**src/rtl/npc_pipe_pkg.sv**
```systemverilog
// Stage payload layouts shared by every pipe_stage_buf instance in the npc core.
// Each bundle's field widths and LSB offsets are defined here and nowhere else.
package npc_pipe_pkg;

  localparam int PIPE_DEFAULT_W     = 32;
  localparam int PIPE_DEFAULT_DEPTH = 2;

  localparam int XLEN   = 32;
  localparam int REG_AW = 5;

  typedef enum logic [3:0] {
    ALU_ADD  = 4'd0,
    ALU_SUB  = 4'd1,
    ALU_SLL  = 4'd2,
    ALU_SLT  = 4'd3,
    ALU_SLTU = 4'd4,
    ALU_XOR  = 4'd5,
    ALU_SRL  = 4'd6,
    ALU_SRA  = 4'd7,
    ALU_OR   = 4'd8,
    ALU_AND  = 4'd9,
    ALU_LUI  = 4'd10
  } alu_op_e;

  // IF->ID: pc | instr
  localparam int IFD_INSTR_LSB = 0;
  localparam int IFD_PC_LSB    = IFD_INSTR_LSB + XLEN;
  localparam int IF_ID_W       = IFD_PC_LSB + XLEN;

  // ID->EX: pc | rs1 | rs2 | imm | rd | alu_op | {wb_en, mem_rd, mem_wr}
  localparam int IDX_CTL_W   = 3;
  localparam int IDX_ALU_W   = 4;
  localparam int IDX_CTL_LSB = 0;
  localparam int IDX_ALU_LSB = IDX_CTL_LSB + IDX_CTL_W;
  localparam int IDX_RD_LSB  = IDX_ALU_LSB + IDX_ALU_W;
  localparam int IDX_IMM_LSB = IDX_RD_LSB + REG_AW;
  localparam int IDX_RS2_LSB = IDX_IMM_LSB + XLEN;
  localparam int IDX_RS1_LSB = IDX_RS2_LSB + XLEN;
  localparam int IDX_PC_LSB  = IDX_RS1_LSB + XLEN;
  localparam int ID_EX_W     = IDX_PC_LSB + XLEN;

  // EX->MEM: alu_res | store data | rd | {wb_en, mem_rd, mem_wr}
  localparam int EXM_CTL_LSB = 0;
  localparam int EXM_RD_LSB  = EXM_CTL_LSB + IDX_CTL_W;
  localparam int EXM_STD_LSB = EXM_RD_LSB + REG_AW;
  localparam int EXM_RES_LSB = EXM_STD_LSB + XLEN;
  localparam int EX_MEM_W    = EXM_RES_LSB + XLEN;

  // MEM->WB: wb_data | rd | wb_en
  localparam int MWB_EN_LSB   = 0;
  localparam int MWB_RD_LSB   = MWB_EN_LSB + 1;
  localparam int MWB_DATA_LSB = MWB_RD_LSB + REG_AW;
  localparam int MEM_WB_W     = MWB_DATA_LSB + XLEN;

  typedef struct packed {
    logic [XLEN-1:0] pc;
    logic [XLEN-1:0] instr;
  } if_id_t;

  typedef struct packed {
    logic [XLEN-1:0]   pc;
    logic [XLEN-1:0]   rs1_val;
    logic [XLEN-1:0]   rs2_val;
    logic [XLEN-1:0]   imm;
    logic [REG_AW-1:0] rd;
    alu_op_e           alu_op;
    logic              wb_en;
    logic              mem_rd;
    logic              mem_wr;
  } id_ex_t;

  typedef struct packed {
    logic [XLEN-1:0]   alu_res;
    logic [XLEN-1:0]   st_data;
    logic [REG_AW-1:0] rd;
    logic              wb_en;
    logic              mem_rd;
    logic              mem_wr;
  } ex_mem_t;

  typedef struct packed {
    logic [XLEN-1:0]   wb_data;
    logic [REG_AW-1:0] rd;
    logic              wb_en;
  } mem_wb_t;

  function automatic logic [IF_ID_W-1:0] pack_if_id(input if_id_t b);
    return b;
  endfunction

  function automatic if_id_t unpack_if_id(input logic [IF_ID_W-1:0] v);
    return if_id_t'(v);
  endfunction

  function automatic logic [ID_EX_W-1:0] pack_id_ex(input id_ex_t b);
    return b;
  endfunction

  function automatic id_ex_t unpack_id_ex(input logic [ID_EX_W-1:0] v);
    return id_ex_t'(v);
  endfunction

  function automatic logic [EX_MEM_W-1:0] pack_ex_mem(input ex_mem_t b);
    return b;
  endfunction

  function automatic ex_mem_t unpack_ex_mem(input logic [EX_MEM_W-1:0] v);
    return ex_mem_t'(v);
  endfunction

  function automatic logic [MEM_WB_W-1:0] pack_mem_wb(input mem_wb_t b);
    return b;
  endfunction

  function automatic mem_wb_t unpack_mem_wb(input logic [MEM_WB_W-1:0] v);
    return mem_wb_t'(v);
  endfunction

  // Hazard logic peeks at rd in flight without unpacking the whole bundle.
  function automatic logic [REG_AW-1:0] id_ex_rd(input logic [ID_EX_W-1:0] v);
    return v[IDX_RD_LSB +: REG_AW];
  endfunction

  function automatic logic [REG_AW-1:0] ex_mem_rd(input logic [EX_MEM_W-1:0] v);
    return v[EXM_RD_LSB +: REG_AW];
  endfunction

  function automatic logic [REG_AW-1:0] mem_wb_rd(input logic [MEM_WB_W-1:0] v);
    return v[MWB_RD_LSB +: REG_AW];
  endfunction

endpackage

```
**src/rtl/pipe_stage_mem.sv**
```systemverilog
// DEPTH x WIDTH storage for pipe_stage_buf: one synchronous write port and an
// asynchronous read port. Contents are deliberately not reset.
module pipe_stage_mem
  import npc_pipe_pkg::*;
#(
  parameter int WIDTH = PIPE_DEFAULT_W,
  parameter int DEPTH = PIPE_DEFAULT_DEPTH,
  localparam int AW   = $clog2(DEPTH)
) (
  input  logic             clk,
  input  logic             we,
  input  logic [AW-1:0]    waddr,
  input  logic [WIDTH-1:0] wdata,
  input  logic [AW-1:0]    raddr,
  output logic [WIDTH-1:0] rdata
);

  logic [WIDTH-1:0] mem_q [DEPTH];

  always_ff @(posedge clk) begin
    if (we) begin
      mem_q[waddr] <= wdata;
    end
  end

  assign rdata = mem_q[raddr];

endmodule

```
**src/rtl/pipe_stage_buf.sv**
```systemverilog
// Valid/ready elastic pipeline stage with flush and occupancy count.
// Optional macro PIPE_STAGE_BYPASS_EN adds a zero-latency path when empty.
module pipe_stage_buf
  import npc_pipe_pkg::*;
#(
  parameter int               WIDTH    = PIPE_DEFAULT_W,
  parameter int               DEPTH    = PIPE_DEFAULT_DEPTH,
  parameter logic [WIDTH-1:0] RST_DATA = '0
) (
  input  logic                       clk,
  input  logic                       rst,
  input  logic                       flush,
  input  logic                       s_valid,
  output logic                       s_ready,
  input  logic [WIDTH-1:0]           s_data,
  output logic                       m_valid,
  input  logic                       m_ready,
  output logic [WIDTH-1:0]           m_data,
  output logic [$clog2(DEPTH+1)-1:0] count
);

  localparam int            PW       = $clog2(DEPTH);
  localparam int            CW       = $clog2(DEPTH+1);
  localparam logic [CW-1:0] FULL_CNT = CW'(DEPTH);

  logic [PW-1:0]    wr_ptr_q, wr_ptr_d;
  logic [PW-1:0]    rd_ptr_q, rd_ptr_d;
  logic [CW-1:0]    count_q,  count_d;
  logic [WIDTH-1:0] mem_rdata;
  logic             held_valid;
  logic             push;
  logic             pop;
  logic             store;
  logic             mem_we;

  // s_ready looks only at registered occupancy, so no m_ready->s_ready path.
  assign held_valid = (count_q != '0);
  assign s_ready    = (count_q != FULL_CNT);
  assign push       = s_valid & s_ready;
  assign pop        = held_valid & m_ready;
  assign count      = count_q;

`ifdef PIPE_STAGE_BYPASS_EN
  logic bypass;

  // Reset and flush both block the shortcut so m_valid stays low under either.
  assign bypass = ~held_valid & m_ready & ~flush & ~rst;
  assign store  = push & ~bypass;

  always_comb begin
    m_valid = held_valid;
    m_data  = held_valid ? mem_rdata : RST_DATA;
    if (bypass) begin
      m_valid = s_valid;
      m_data  = s_valid ? s_data : RST_DATA;
    end
  end
`else
  assign store = push;

  always_comb begin
    m_valid = held_valid;
    m_data  = held_valid ? mem_rdata : RST_DATA;
  end
`endif

  assign mem_we = store & ~flush;

  always_comb begin
    wr_ptr_d = wr_ptr_q;
    rd_ptr_d = rd_ptr_q;
    count_d  = count_q;
    if (flush) begin
      wr_ptr_d = '0;
      rd_ptr_d = '0;
      count_d  = '0;
    end else begin
      if (store) wr_ptr_d = wr_ptr_q + PW'(1);
      if (pop)   rd_ptr_d = rd_ptr_q + PW'(1);
      case ({store, pop})
        2'b10:   count_d = count_q + CW'(1);
        2'b01:   count_d = count_q - CW'(1);
        default: count_d = count_q;
      endcase
    end
  end

  always_ff @(posedge clk) begin
    if (rst) begin
      wr_ptr_q <= '0;
      rd_ptr_q <= '0;
      count_q  <= '0;
    end else begin
      wr_ptr_q <= wr_ptr_d;
      rd_ptr_q <= rd_ptr_d;
      count_q  <= count_d;
    end
  end

  pipe_stage_mem #(
    .WIDTH (WIDTH),
    .DEPTH (DEPTH)
  ) u_mem (
    .clk   (clk),
    .we    (mem_we),
    .waddr (wr_ptr_q),
    .wdata (s_data),
    .raddr (rd_ptr_q),
    .rdata (mem_rdata)
  );

endmodule

```
**config.mk**
```make
export PLATFORM = sky130hd
export DESIGN_NAME = pipe_stage_buf
export DESIGN_NICKNAME = d
export VERILOG_FILES = /design/src/rtl/npc_pipe_pkg.sv /design/src/rtl/pipe_stage_mem.sv /design/src/rtl/pipe_stage_buf.sv
export SDC_FILE = /design/constraint.sdc
export NUM_CORES = 1
export LEC_CHECK = 0
export BUFFER_PORTS_ARGS = -buffer_cell sky130_fd_sc_hd__buf_2
export CAP_MARGIN = 20
export CORE_ASPECT_RATIO = 0.7
export CORE_MARGIN = 1.5
export CORE_UTILIZATION = 40
export DETAILED_ROUTE_END_ITERATION = 6
export GPL_TIMING_DRIVEN = 0
export PLACE_DENSITY = 0.71
export SLEW_MARGIN = 20
export SYNTH_ARGS = -nofsm -noshare
export SYNTH_HDL_FRONTEND = slang
export SYNTH_HIERARCHICAL = 1
export SYNTH_SLANG_ARGS = --single-unit
```
**constraint.sdc**
```tcl
create_clock -name clk -period 3.64 [get_ports clk]
set_input_delay 0.182 -clock clk [delete_from_list [all_inputs] [get_ports clk]]
set_output_delay 0.182 -clock clk [all_outputs]
set_load 0.05 [all_outputs]
```
# Word-level counts from Yosys, hierarchy flattened

Memories as Yosys holds them, arrays and structs flattened. A register that Yosys moved wholly into a read port is not among the register bits.
Cells that the tools add are included.

Reduce and logical (&&, ||, !) cells: 3
Eq/ne operators: 3
Add/sub/neg operators: 4
Bitwise operators: 4
Mux-type cells: 6

Operators by type and width:

| cell                                                | number |
|---|---|
| two-way mux 32 bit                                  | 1 |
| two-way mux 1 bit                                   | 4 |
| case mux 2 bit (2 select lines)                     | 1 |
| nonzero test 2 bit                                  | 2 |
| AND 1 bit                                           | 3 |
| adder 1 bit, second input constant                  | 2 |
| adder 2 x 1 -> 2 bit, second input constant         | 1 |
| equality test 2 x 1 -> 1 bit, second input constant | 1 |
| equality test 2 bit, second input constant          | 1 |
| != test 2 bit, second input constant                | 1 |
| OR reduction 2 bit                                  | 1 |
| subtractor 2 x 1 -> 2 bit, second input constant    | 1 |
| NOT 1 bit                                           | 1 |

Memories kept: 1
Output and inout port bits: 36
Word-level logic and storage cells: 24
RAM bits: 64
Bits in registers: 4

Memory list:

| name        | depth | width | rd ports | clocked after memory_dff | write ports | RTL line             | text |
|---|---|---|---|---|---|---|---|
| u_mem.mem_q | 2     | 32    | 1        | 1                        | 1           | pipe_stage_mem.sv:18 | `logic [WIDTH-1:0] mem_q [DEPTH];` |

# Depth between registers and ports, before layout

Gate-level depths: netlist of the first run.

Depth in word-level cells: 5
Depth in mapped cells: 7
Depth with buffers taken out: 7

# Cells and area by module

The synthesis of the first run kept the hierarchy.

By module, submodules not included:

| module         | sequential area each (µm²) | instances | cells an instance | area each (µm²) |
|---|---|---|---|---|
| pipe_stage_mem | 1,921.8                    | 1         | 102               | 2,478.6 |
| pipe_stage_buf | 80.1                       | 1         | 61                | 417.9 |

# Worst setup path after synthesis of the first run

No wires, ideal clock.

Path type: register to register
Start: register count_q[0] (netlist: count[0])
End: memory u_mem/mem_q[0][0] (netlist name), enable pin
Setup slack: 313 ps
Cell stages (with the launch flop): 6
Path buffers: 0
Data arrival time: 2,902 ps
Required time: 3,215 ps
Cells stage by stage: dfxtp_1 -> nor2b_1 -> inv_1 -> nand2_1 -> nor2_1 -> nor2b_1

Cells in the longest elaborated chain, start to end: 5

RTL lines:

| item                                    | RTL line             | text |
|---|---|---|
| start: declaration                      | pipe_stage_buf.sv:28 | `logic [CW-1:0] count_q, count_d;` |
| start signal: assignment                | pipe_stage_buf.sv:96 | `count_q <= count_d;` |
| != test 2 bit                           | pipe_stage_buf.sv:38 | `assign s_ready = (count_q != FULL_CNT);` |
| via s_ready                             | pipe_stage_buf.sv:14 | `output logic s_ready,` |
| AND 1 bit                               | pipe_stage_buf.sv:39 | `assign push = s_valid & s_ready;` |
| AND 1 bit                               | pipe_stage_buf.sv:67 | `assign mem_we = store & ~flush;` |
| via mem_we                              | pipe_stage_buf.sv:34 | `logic mem_we;` |
| two-way mux 1 bit                       | pipe_stage_mem.sv:21 | `if (we) begin` |
| two-way mux 1 bit (implied by the code) | pipe_stage_mem.sv:22 | `mem_q[waddr] <= wdata;` |
| end: declaration                        | pipe_stage_mem.sv:18 |  |

The timed path passes the listed nets, and every way through them passes these cells.

# Final worst setup path of the first run

Start: register count_q[0] (netlist: count[0])
End: output m_data[11]

Cells in the longest elaborated chain, start to end: 2

RTL lines:

| item               | RTL line             | text |
|---|---|---|
| nonzero test 2 bit | pipe_stage_buf.sv:37 | `assign held_valid = (count_q != '0);` |
| two-way mux 32 bit | pipe_stage_buf.sv:63 | `m_data = held_valid ? mem_rdata : RST_DATA;` |
| end: declaration   | pipe_stage_buf.sv:18 | `output logic [WIDTH-1:0] m_data,` |

No other way between the ends.

==> flow_summary.rst, run 1 <==
.. list-table::
   :header-rows: 1

   * - Metric
     - Value
   * - HPWL Detailed
     - roughly 3.2 mm
   * - CP max stage cell
     - sky130_fd_sc_hd__dfxtp_1
   * - Htree depth
     - 3
   * - Worst hold stages
     - 1
   * - Reg2Reg Launch Point
     - count[0]
   * - Post-route DRC violation count
     - 0
   * - Post-Syn Area per Cell
     - 17.8 um2
   * - Number of ports placed on the die boundary
     - 73
   * - Kind of end point of the critical path
     - primary output
   * - Final worst path period need
     - approximately 1.9 ns
   * - Start point of the worst hold path
     - s_data[25]
   * - Status
     - finished, final reports clean
   * - Total inserted antenna cells
     - 0
   * - Maximum operating frequency
     - roughly 530 MHz
   * - Clock Tree Root
     - sky130_fd_sc_hd__clkbuf_8
   * - Routability congestion estimate from global placement
     - ~0.65
   * - Pre-Repair DR Iteration Count
     - 3
   * - Die Width
     - approximately 100 um
   * - Post-route setup TNS
     - 0 ns
   * - Cells along the critical path
     - nor2_1 -> buf_2 -> nor2b_1 -> buf_2
   * - Number of cells upsized or downsized after cts
     - 0
   * - Actual transition at the worst max-transition pin
     - about 0.57 ns
   * - Height of the chip
     - 74.2 um
   * - Hold Path Sink
     - u_mem/mem_q[0][25]
   * - Static leakage
     - about 1.4 nW
   * - Element type at the critical path start
     - flop
   * - Post-CTS Hold Fix Bufs
     - 0
   * - Sequential-to-total area share from yosys stat
     - 0.691
   * - Layout net count
     - 286
   * - Post CTS Setup Buffer Count
     - 0
   * - GR Overflow Total
     - 0
   * - Stage delay of the slowest cell on the critical path
     - approximately 0.37 ns
   * - Commonest cells in the netlist
     - sky130_fd_sc_hd__edfxtp_1, sky130_fd_sc_hd__nor2b_1, sky130_fd_sc_hd__mux2_4
   * - TritonCTS clock tree
     - done
   * - Leading area contributor after synthesis
     - sky130_fd_sc_hd__edfxtp_1
   * - Category of cells accounting for the largest share of critical-path delay
     - buffers and inverters
   * - Total Routing Usage GR
     - 0.127
   * - Cts bufs inserted
     - 9
   * - Largest net degree at the start of global routing
     - 28
   * - Power density over the cells
     - approximately 460 nW/um2
   * - P&R area growth vs syn
     - 24.7%
   * - Latest clock arrival within the worst-skew pair
     - 0.33 ns
   * - Total die area
     - 7770 um2
   * - Synth Net Count
     - ~200
   * - Std-Cell Rows
     - 25
   * - Min Hold Slack
     - 0.0326 ns
   * - Port Buffers
     - around 70
   * - Peak supply drop
     - about 0.00022 V
   * - Initial DRC Count
     - 50
   * - Bufs on Longest Clock Path
     - 2
   * - Ratio of cells with drive above 1 in the final layout
     - 0.512
   * - Most prevalent standard cell on the critical path
     - sky130_fd_sc_hd__buf_2
   * - Most numerous cell in the Yosys netlist
     - sky130_fd_sc_hd__edfxtp_1
   * - Destination of the worst register-to-register timing path
     - u_mem/mem_q[0][23]
   * - Remaining number of nets flagged by the antenna check after routing
     - 0
   * - Buffers and inverters on the worst path
     - 2
   * - Number of vias in the routed layout
     - roughly 1500
   * - Routed WL
     - about 4.6 mm
   * - Area share of the largest cell type after synthesis
     - 0.663
   * - Vias/cell
     - between 4 and 5
   * - Leading register cell type out of synthesis
     - sky130_fd_sc_hd__edfxtp_1
   * - Total count of hold-check failures in the final report
     - 0
   * - Biggest area contributors in the synthesized netlist
     - sky130_fd_sc_hd__edfxtp_1, sky130_fd_sc_hd__mux2_4, sky130_fd_sc_hd__nor2b_1
   * - Count of flip-flops with a built-in enable after synthesis
     - between 60 and 70
   * - Num Clock Sinks
     - between 60 and 70
   * - Cell area after synthesis
     - approximately 2900 um2
   * - Arrival time of the worst setup path
     - ~1.7 ns
   * - Effective utilization at floorplan
     - 0.421
   * - Average routed wire per standard cell
     - ~13 um
   * - Final cycle utilization of the critical path
     - 0.517
   * - Number of violations of the max-capacitance limit
     - 0
   * - Number of synthesized register bits
     - just under 70
   * - Min-Delay Path Class
     - in -> reg
   * - Setup slack of the most critical reg-to-reg path
     - approximately 1.8 ns
   * - Number of instances in the synthesized netlist
     - about 160
   * - Via count of the first global-routing pass
     - around 1600
   * - Post-synthesis cell type count
     - 19
   * - Core region area
     - approximately 6900 um2
   * - Total number of yosys warnings
     - 6
   * - Final Max Slew Viols
     - 0
   * - Reg clk slew, reported paths
     - 0.07 ns
   * - Clock skew
     - around 0.0053 ns
   * - Cells on worst reg2reg path
     - 6
   * - Antenna violations before repair
     - 0
   * - Classification of the worst setup path
     - reg -> out
   * - Required time of the critical path
     - ~3.5 ns
   * - Final count of negative-setup-slack endpoints
     - 0
   * - Fraction of registers with async set or reset after synthesis
     - 0
   * - Worst-case headroom to the max-slew limit
     - 0.621
   * - First-pass GRT wire length
     - 7.21 mm
   * - Highest fanout seen on the critical path
     - 10
   * - Setup repair after global routing missed its margin
     - no
-- area by class of cell --
cell class	count	area, um2
multi-input cells	84	802
flip-flops and latches	68	2000
plain buffers	7	86.3
inverters	4	15.0
fillers	586	3270
repair buffers	74	408
well taps	94	118
clock inverters	5	53.8
clock buffers	10	128
-- placed cells by master (no fill, tap or decap), types with 2 or more instances in the layout --
cell type and count:
sky130_fd_sc_hd__buf_2 75, sky130_fd_sc_hd__xor2_1 2, sky130_fd_sc_hd__mux2_2 2, sky130_fd_sc_hd__edfxtp_1 64, sky130_fd_sc_hd__dfxtp_1 4, sky130_fd_sc_hd__clkinvlp_4 2
sky130_fd_sc_hd__o21ai_0 3, sky130_fd_sc_hd__clkbuf_8 9, sky130_fd_sc_hd__or3_1 2, sky130_fd_sc_hd__inv_1 4, sky130_fd_sc_hd__a21oi_1 2, sky130_fd_sc_hd__buf_12 4
sky130_fd_sc_hd__nor2b_1 33, sky130_fd_sc_hd__mux2_4 30, sky130_fd_sc_hd__nor2_1 4
-- power by group --
part	total (W)	internal, W	switching [W]
Combinational	0.000220	0.0000801	0.000140
Clock	0.000569	0.000309	0.000260
Sequential	0.000889	0.000882	0.00000727
Total	0.00168	0.00127	0.000407
-- layer usage --
layer  part of all wire  GRT usage
met1               0.46      0.150
met2               0.45      0.204
met3              0.074     0.0561
met4              0.015     0.0578
met5                  0          0
-- state kept, by name, summed over array words and instances (netlist names) --
name         flops
wr_ptr_q         1
rd_ptr_q         1
count            2
u_mem/mem_q     64
-- stage by stage --
step                      power, W  setup slack [ns]  cells  cell area, um2  utilization
after floorplan            0.00106             0.313    163            2900            -
after global placement     0.00112             0.141    329            3370        0.490
after detailed placement   0.00113              1.76    331            3430        0.499
after CTS                  0.00170              1.65    346            3610        0.525
after global routing       0.00174              1.57    346            3610        0.525
final                      0.00168              1.76    346            3610        0.525
-- cells by family (layout without fill, tap and decap cells) --
kind of cell	after synthesis	after routing	synth area share
xor+xnor	3	3	0.00907
simple gates	43	43	0.0886
compound gates	5	5	0.00864
flops	68	68	0.691
buf+inv	11	100	0.0350
fa+ha+maj	1	1	0.00432
mux	32	32	0.163
-- worst max path at each step --
stage | start | endpoint | slack [ns] | cells after the start
global route | count[0] | m_data[11] | 1.57 | 4
finish | count[0] | m_data[11] | 1.76 | 4
floorplan | count[0] | u_mem/mem_q[0][0] | 0.31 | 5
detailed placement | count[0] | u_mem/mem_q[0][13] | 1.76 | 6
global placement | count[0] | u_mem/mem_q[0][15] | 0.14 | 5
CTS | count[0] | m_data[11] | 1.65 | 4
(Power assumes the default switching activity.)
==> run 2: changes to the inputs <==
--- a/config.mk
+++ b/config.mk
@@ -5,6 +5,7 @@
 export SDC_FILE = /design/constraint.sdc
 export NUM_CORES = 1
 export LEC_CHECK = 0
+export ABC_AREA = 1
 export BUFFER_PORTS_ARGS = -buffer_cell sky130_fd_sc_hd__buf_2
 export CAP_MARGIN = 20
 export CORE_ASPECT_RATIO = 0.7
==> constraint.sdc (replaced) <==
create_clock -name clk -period 1.8 [get_ports clk]
set_input_delay 0.09 -clock clk [delete_from_list [all_inputs] [get_ports clk]]
set_output_delay 0.09 -clock clk [all_outputs]
set_load 0.05 [all_outputs]
==> run 2 against run 1 <==
Net effect:
- utilization rose by 4.9 points
- via count rose by 38%
- synthesized cell count rose by 69%
- die area rose by 1.8%
- sequential cell count did not move
- sequential share of layout area fell by 5.0 points
- hold slack got worse by 0.0047 ns
- combinational power rose by 120%
- largest cell class unchanged
==> flow_summary.rst, run 2 <==
.. list-table::
   :header-rows: 1

   * - Metric
     - Value
   * - Die Width
     - 106 um (+0.92%)
   * - Status
     - finished, final reports clean
   * - Number of instances in the synthesized netlist
     - 275 (+69%)
   * - Commonest non-fill, non-tap cell in the layout
     - sky130_fd_sc_hd__nand2_1
   * - Cts bufs inserted
     - 9 (unchanged)
   * - Fraction of registers with async set or reset after synthesis
     - 0 (unchanged)
   * - Maximum operating frequency
     - approximately 600 MHz
   * - Highest fanout seen on the critical path
     - 16 (+6)
   * - Area share of the largest cell type after synthesis
     - 0.651 (-0.0124)
   * - Clock skew
     - 0.00910 ns (+0.00377 ns)
   * - Number of ports placed on the die boundary
     - 73 (unchanged)
   * - Num Clock Sinks
     - 68 (unchanged)
   * - Clock Tree Root
     - sky130_fd_sc_hd__clkbuf_8
   * - Antenna violations before repair
     - 0 (unchanged)
   * - Final Max Slew Viols
     - 0 (unchanged)
   * - Vias/cell
     - 4.28 (-3.0%)
   * - Total inserted antenna cells
     - 0 (unchanged)
   * - Setup repair after global routing missed its margin
     - no
   * - TritonCTS clock tree
     - done
   * - Actual transition at the worst max-transition pin
     - 0.528 ns (-0.0388 ns)
   * - P&R area growth vs syn
     - 34.9%
   * - Classification of the worst setup path
     - reg -> reg
   * - Peak supply drop
     - 0.000621 V (+180%)
   * - Core region area
     - 6940 um2 (+0.91%)
   * - Height of the chip
     - 74.9 um (+0.91%)
   * - Std-Cell Rows
     - 25 (unchanged)
   * - Layout fillers
     - 611 (+4.3%)
   * - Number of violations of the max-capacitance limit
     - 0 (unchanged)
   * - Post-synthesis cell type count
     - 18 (-1)
   * - Leading register cell type out of synthesis
     - sky130_fd_sc_hd__edfxtp_1
   * - Total count of hold-check failures in the final report
     - 0 (unchanged)
   * - Commonest cells in the netlist
     - sky130_fd_sc_hd__nand2_1, sky130_fd_sc_hd__edfxtp_1, sky130_fd_sc_hd__nor2_1
   * - Port Buffers
     - 72 (unchanged)
   * - Reg2Reg Launch Point
     - count[0]
   * - Total number of yosys warnings
     - 6 (unchanged)
   * - Post CTS Setup Buffer Count
     - 0 (unchanged)
   * - Routability congestion estimate from global placement
     - 0.743 (+13%)
   * - GR Overflow Total
     - 0 (unchanged)
   * - Reg clk slew, reported paths
     - 0.07 ns (about the same)
   * - Sequential-to-total area share from yosys stat
     - 0.678 (-0.0129)
   * - Bufs on Longest Clock Path
     - 2 (unchanged)
   * - Effective utilization at floorplan
     - 0.425 (+0.00414)
   * - Ratio of cells with drive above 1 in the final layout
     - 0.305 (-0.207)
   * - Required time of the critical path
     - 1.78 ns (-1.68 ns)
   * - Overall Power
     - 0.00347 W (+110%)
   * - Critical path launch point
     - count[0]
   * - Most numerous cell in the Yosys netlist
     - sky130_fd_sc_hd__nand2_1
   * - Post-route DRC violation count
     - 0 (unchanged)
   * - Standard cell area after detailed placement
     - 3450 um2 (+0.51%)
   * - Worst hold stages
     - 4 (+3)
   * - Arrival time of the worst setup path
     - 1.66 ns (-0.04 ns)
   * - Min Hold Slack
     - 0.0279 ns (-0.00473 ns)
   * - Routed WL
     - 5.80 mm (+27%)
   * - Count of flip-flops with a built-in enable after synthesis
     - 64 (unchanged)
   * - Power density over the cells
     - 871 nW/um2 (+88%)
   * - Biggest register
     - u_mem/mem_q
   * - Htree depth
     - 3 (unchanged)
   * - Min-Delay Path Class
     - in -> reg
   * - Synth Net Count
     - 313 (+56%)
   * - Flip-flop count of the largest register after layout
     - 64 (unchanged)
   * - Leading area contributor after synthesis
     - sky130_fd_sc_hd__edfxtp_1
   * - Final count of negative-setup-slack endpoints
     - 0 (unchanged)
   * - Post-Syn Area per Cell
     - 10.7 um2 (-40%)
   * - Final worst path period need
     - approximately 1.7 ns
   * - Pre-Repair DR Iteration Count
     - 4 (+1)
   * - Average routed wire per standard cell
     - 11.8 um (-11%)
   * - Worst-case headroom to the max-slew limit
     - 0.647 (+0.0259)
   * - First-pass GRT wire length
     - 8.87 mm (+23%)
   * - Element type at the critical path start
     - flop
   * - Final design area excluding fillers
     - 3980 um2 (+10%)
   * - Cell area after synthesis
     - 2950 um2 (+1.9%)
   * - Largest net degree at the start of global routing
     - 17 (-39%)
   * - Static leakage
     - 1.85 nW (+28%)
   * - Total die area
     - 7910 um2 (+1.8%)
   * - Kind of end point of the critical path
     - flop
   * - Commonest cells after routing, fill and taps aside
     - sky130_fd_sc_hd__nand2_1, sky130_fd_sc_hd__buf_2, sky130_fd_sc_hd__edfxtp_1, sky130_fd_sc_hd__nor2_1, sky130_fd_sc_hd__inv_1
   * - Via count of the first global-routing pass
     - 1990 (+27%)
   * - Number of vias in the routed layout
     - 2103 (+38%)
   * - Number of synthesized register bits
     - 68 (unchanged)
   * - HPWL Detailed
     - 3.51 mm (+10%)
   * - Total Routing Usage GR
     - 0.153 (+0.0266)
   * - Layout net count
     - 430 (+50%)
   * - Biggest area contributors in the synthesized netlist
     - sky130_fd_sc_hd__edfxtp_1, sky130_fd_sc_hd__nand2_1, sky130_fd_sc_hd__nor2_1
   * - Initial DRC Count
     - 61 (+22%)
   * - Remaining number of nets flagged by the antenna check after routing
     - 0 (unchanged)
   * - Latest clock arrival within the worst-skew pair
     - 0.34 ns (about the same)
   * - Cells on worst reg2reg path
     - 6 (unchanged)
   * - Final cycle utilization of the critical path
     - 0.932
   * - Start point of the worst hold path
     - rst
[run 2: changes by cell type after synthesis, sizes merged, moves of 2 or more]
cell and change:
nor2 +41, or3 -2, nor2b -34, nand2 +105
mux2 -32, xor2 -2, inv +37, o21ai -2
clkbuf +3
[run 2: report_power, final]
part	switching (W)	total, W	leakage, nW	internal [W]
Sequential	0.0000203	0.00180	0.621	0.00178
Combinational	0.000310	0.000476	1.14	0.000166
Clock	0.000559	0.00119	0.0907	0.000632
Total	0.000890	0.00347	1.85	0.00258
[run 2: cells by family after synthesis]
kind of cell / synth area share
flip-flops: 0.678
AO/OA/AOI/OAI: 0.00975
adder cells (fa/ha/maj): 0.00424
buffers and inverters: 0.0983
AND/OR/NAND/NOR: 0.209
[run 2: final timing paths]
kind / slack [ns] / end
setup / recovery: 0.12 / u_mem/mem_q[0][18]
hold / removal: 0.03 / rd_ptr_q
setup reg to reg: 0.12 / u_mem/mem_q[0][18]
hold reg to reg: 0.51 / count[0]
[run 2: worst max-delay path, cell delays in order, from the launching register on]
cell and delay [ns]:
sky130_fd_sc_hd__dfxtp_4 0.40, sky130_fd_sc_hd__inv_4 0.05, sky130_fd_sc_hd__a21boi_4 0.19, sky130_fd_sc_hd__inv_2 0.06, sky130_fd_sc_hd__nor2_2 0.11, sky130_fd_sc_hd__inv_2 0.08
sky130_fd_sc_hd__nor2_4 0.42
[run 2: layout make-up]
| type | count | area, um2 | area share |
|---|---|---|---|
| Clock buffer | 9 | 124 | 0.0311 |
| Sequential cell | 68 | 2010 | 0.504 |
| Buffer | 10 | 129 | 0.0324 |
| Timing Repair inverter | 1 | 7.51 | 0.00189 |
| Clock inverter | 7 | 66.3 | 0.0167 |
| Timing Repair Buffer | 104 | 686 | 0.172 |
| Tap cell | 94 | 118 | 0.0295 |
| Inverter | 41 | 168 | 0.0421 |
| Multi-Input combinational cell | 157 | 678 | 0.170 |
[run 2: per-stage QoR]
step,utilization,TNS [ns],worst slack (ns),cells
2_1_floorplan,-,-0.358,-0.0112,275
3_3_place_gp,0.497,-6.78,-0.212,441
3_5_place_dp,0.497,-8.15,-0.231,441
4_1_cts,0.573,0,0.0837,491
5_1_grt,0.574,0,0.00783,491
6_report,0.574,0,0.122,491
[run 2: routing by layer]
| layer | track usage | vias to the layer above | wire length, um |
|---|---|---|---|
| met5 | 0 | - | 0 |
| met4 | 0.0661 | 0 | 93 |
| met3 | 0.0519 | 12 | 373 |
| met2 | 0.273 | 75 | 2790 |
| met1 | 0.174 | 930 | 2550 |
| li1 | - | 1086 | - |
[run 2: repair_timing]
action / CTS / global route
resized for setup: 2 / 2
pin swaps: 1 / 0
setup endpoints to repair: 64 / 2
cloned: 2 / 0
hold endpoints to repair: 64 / 0
hold buffers: 32 / 0
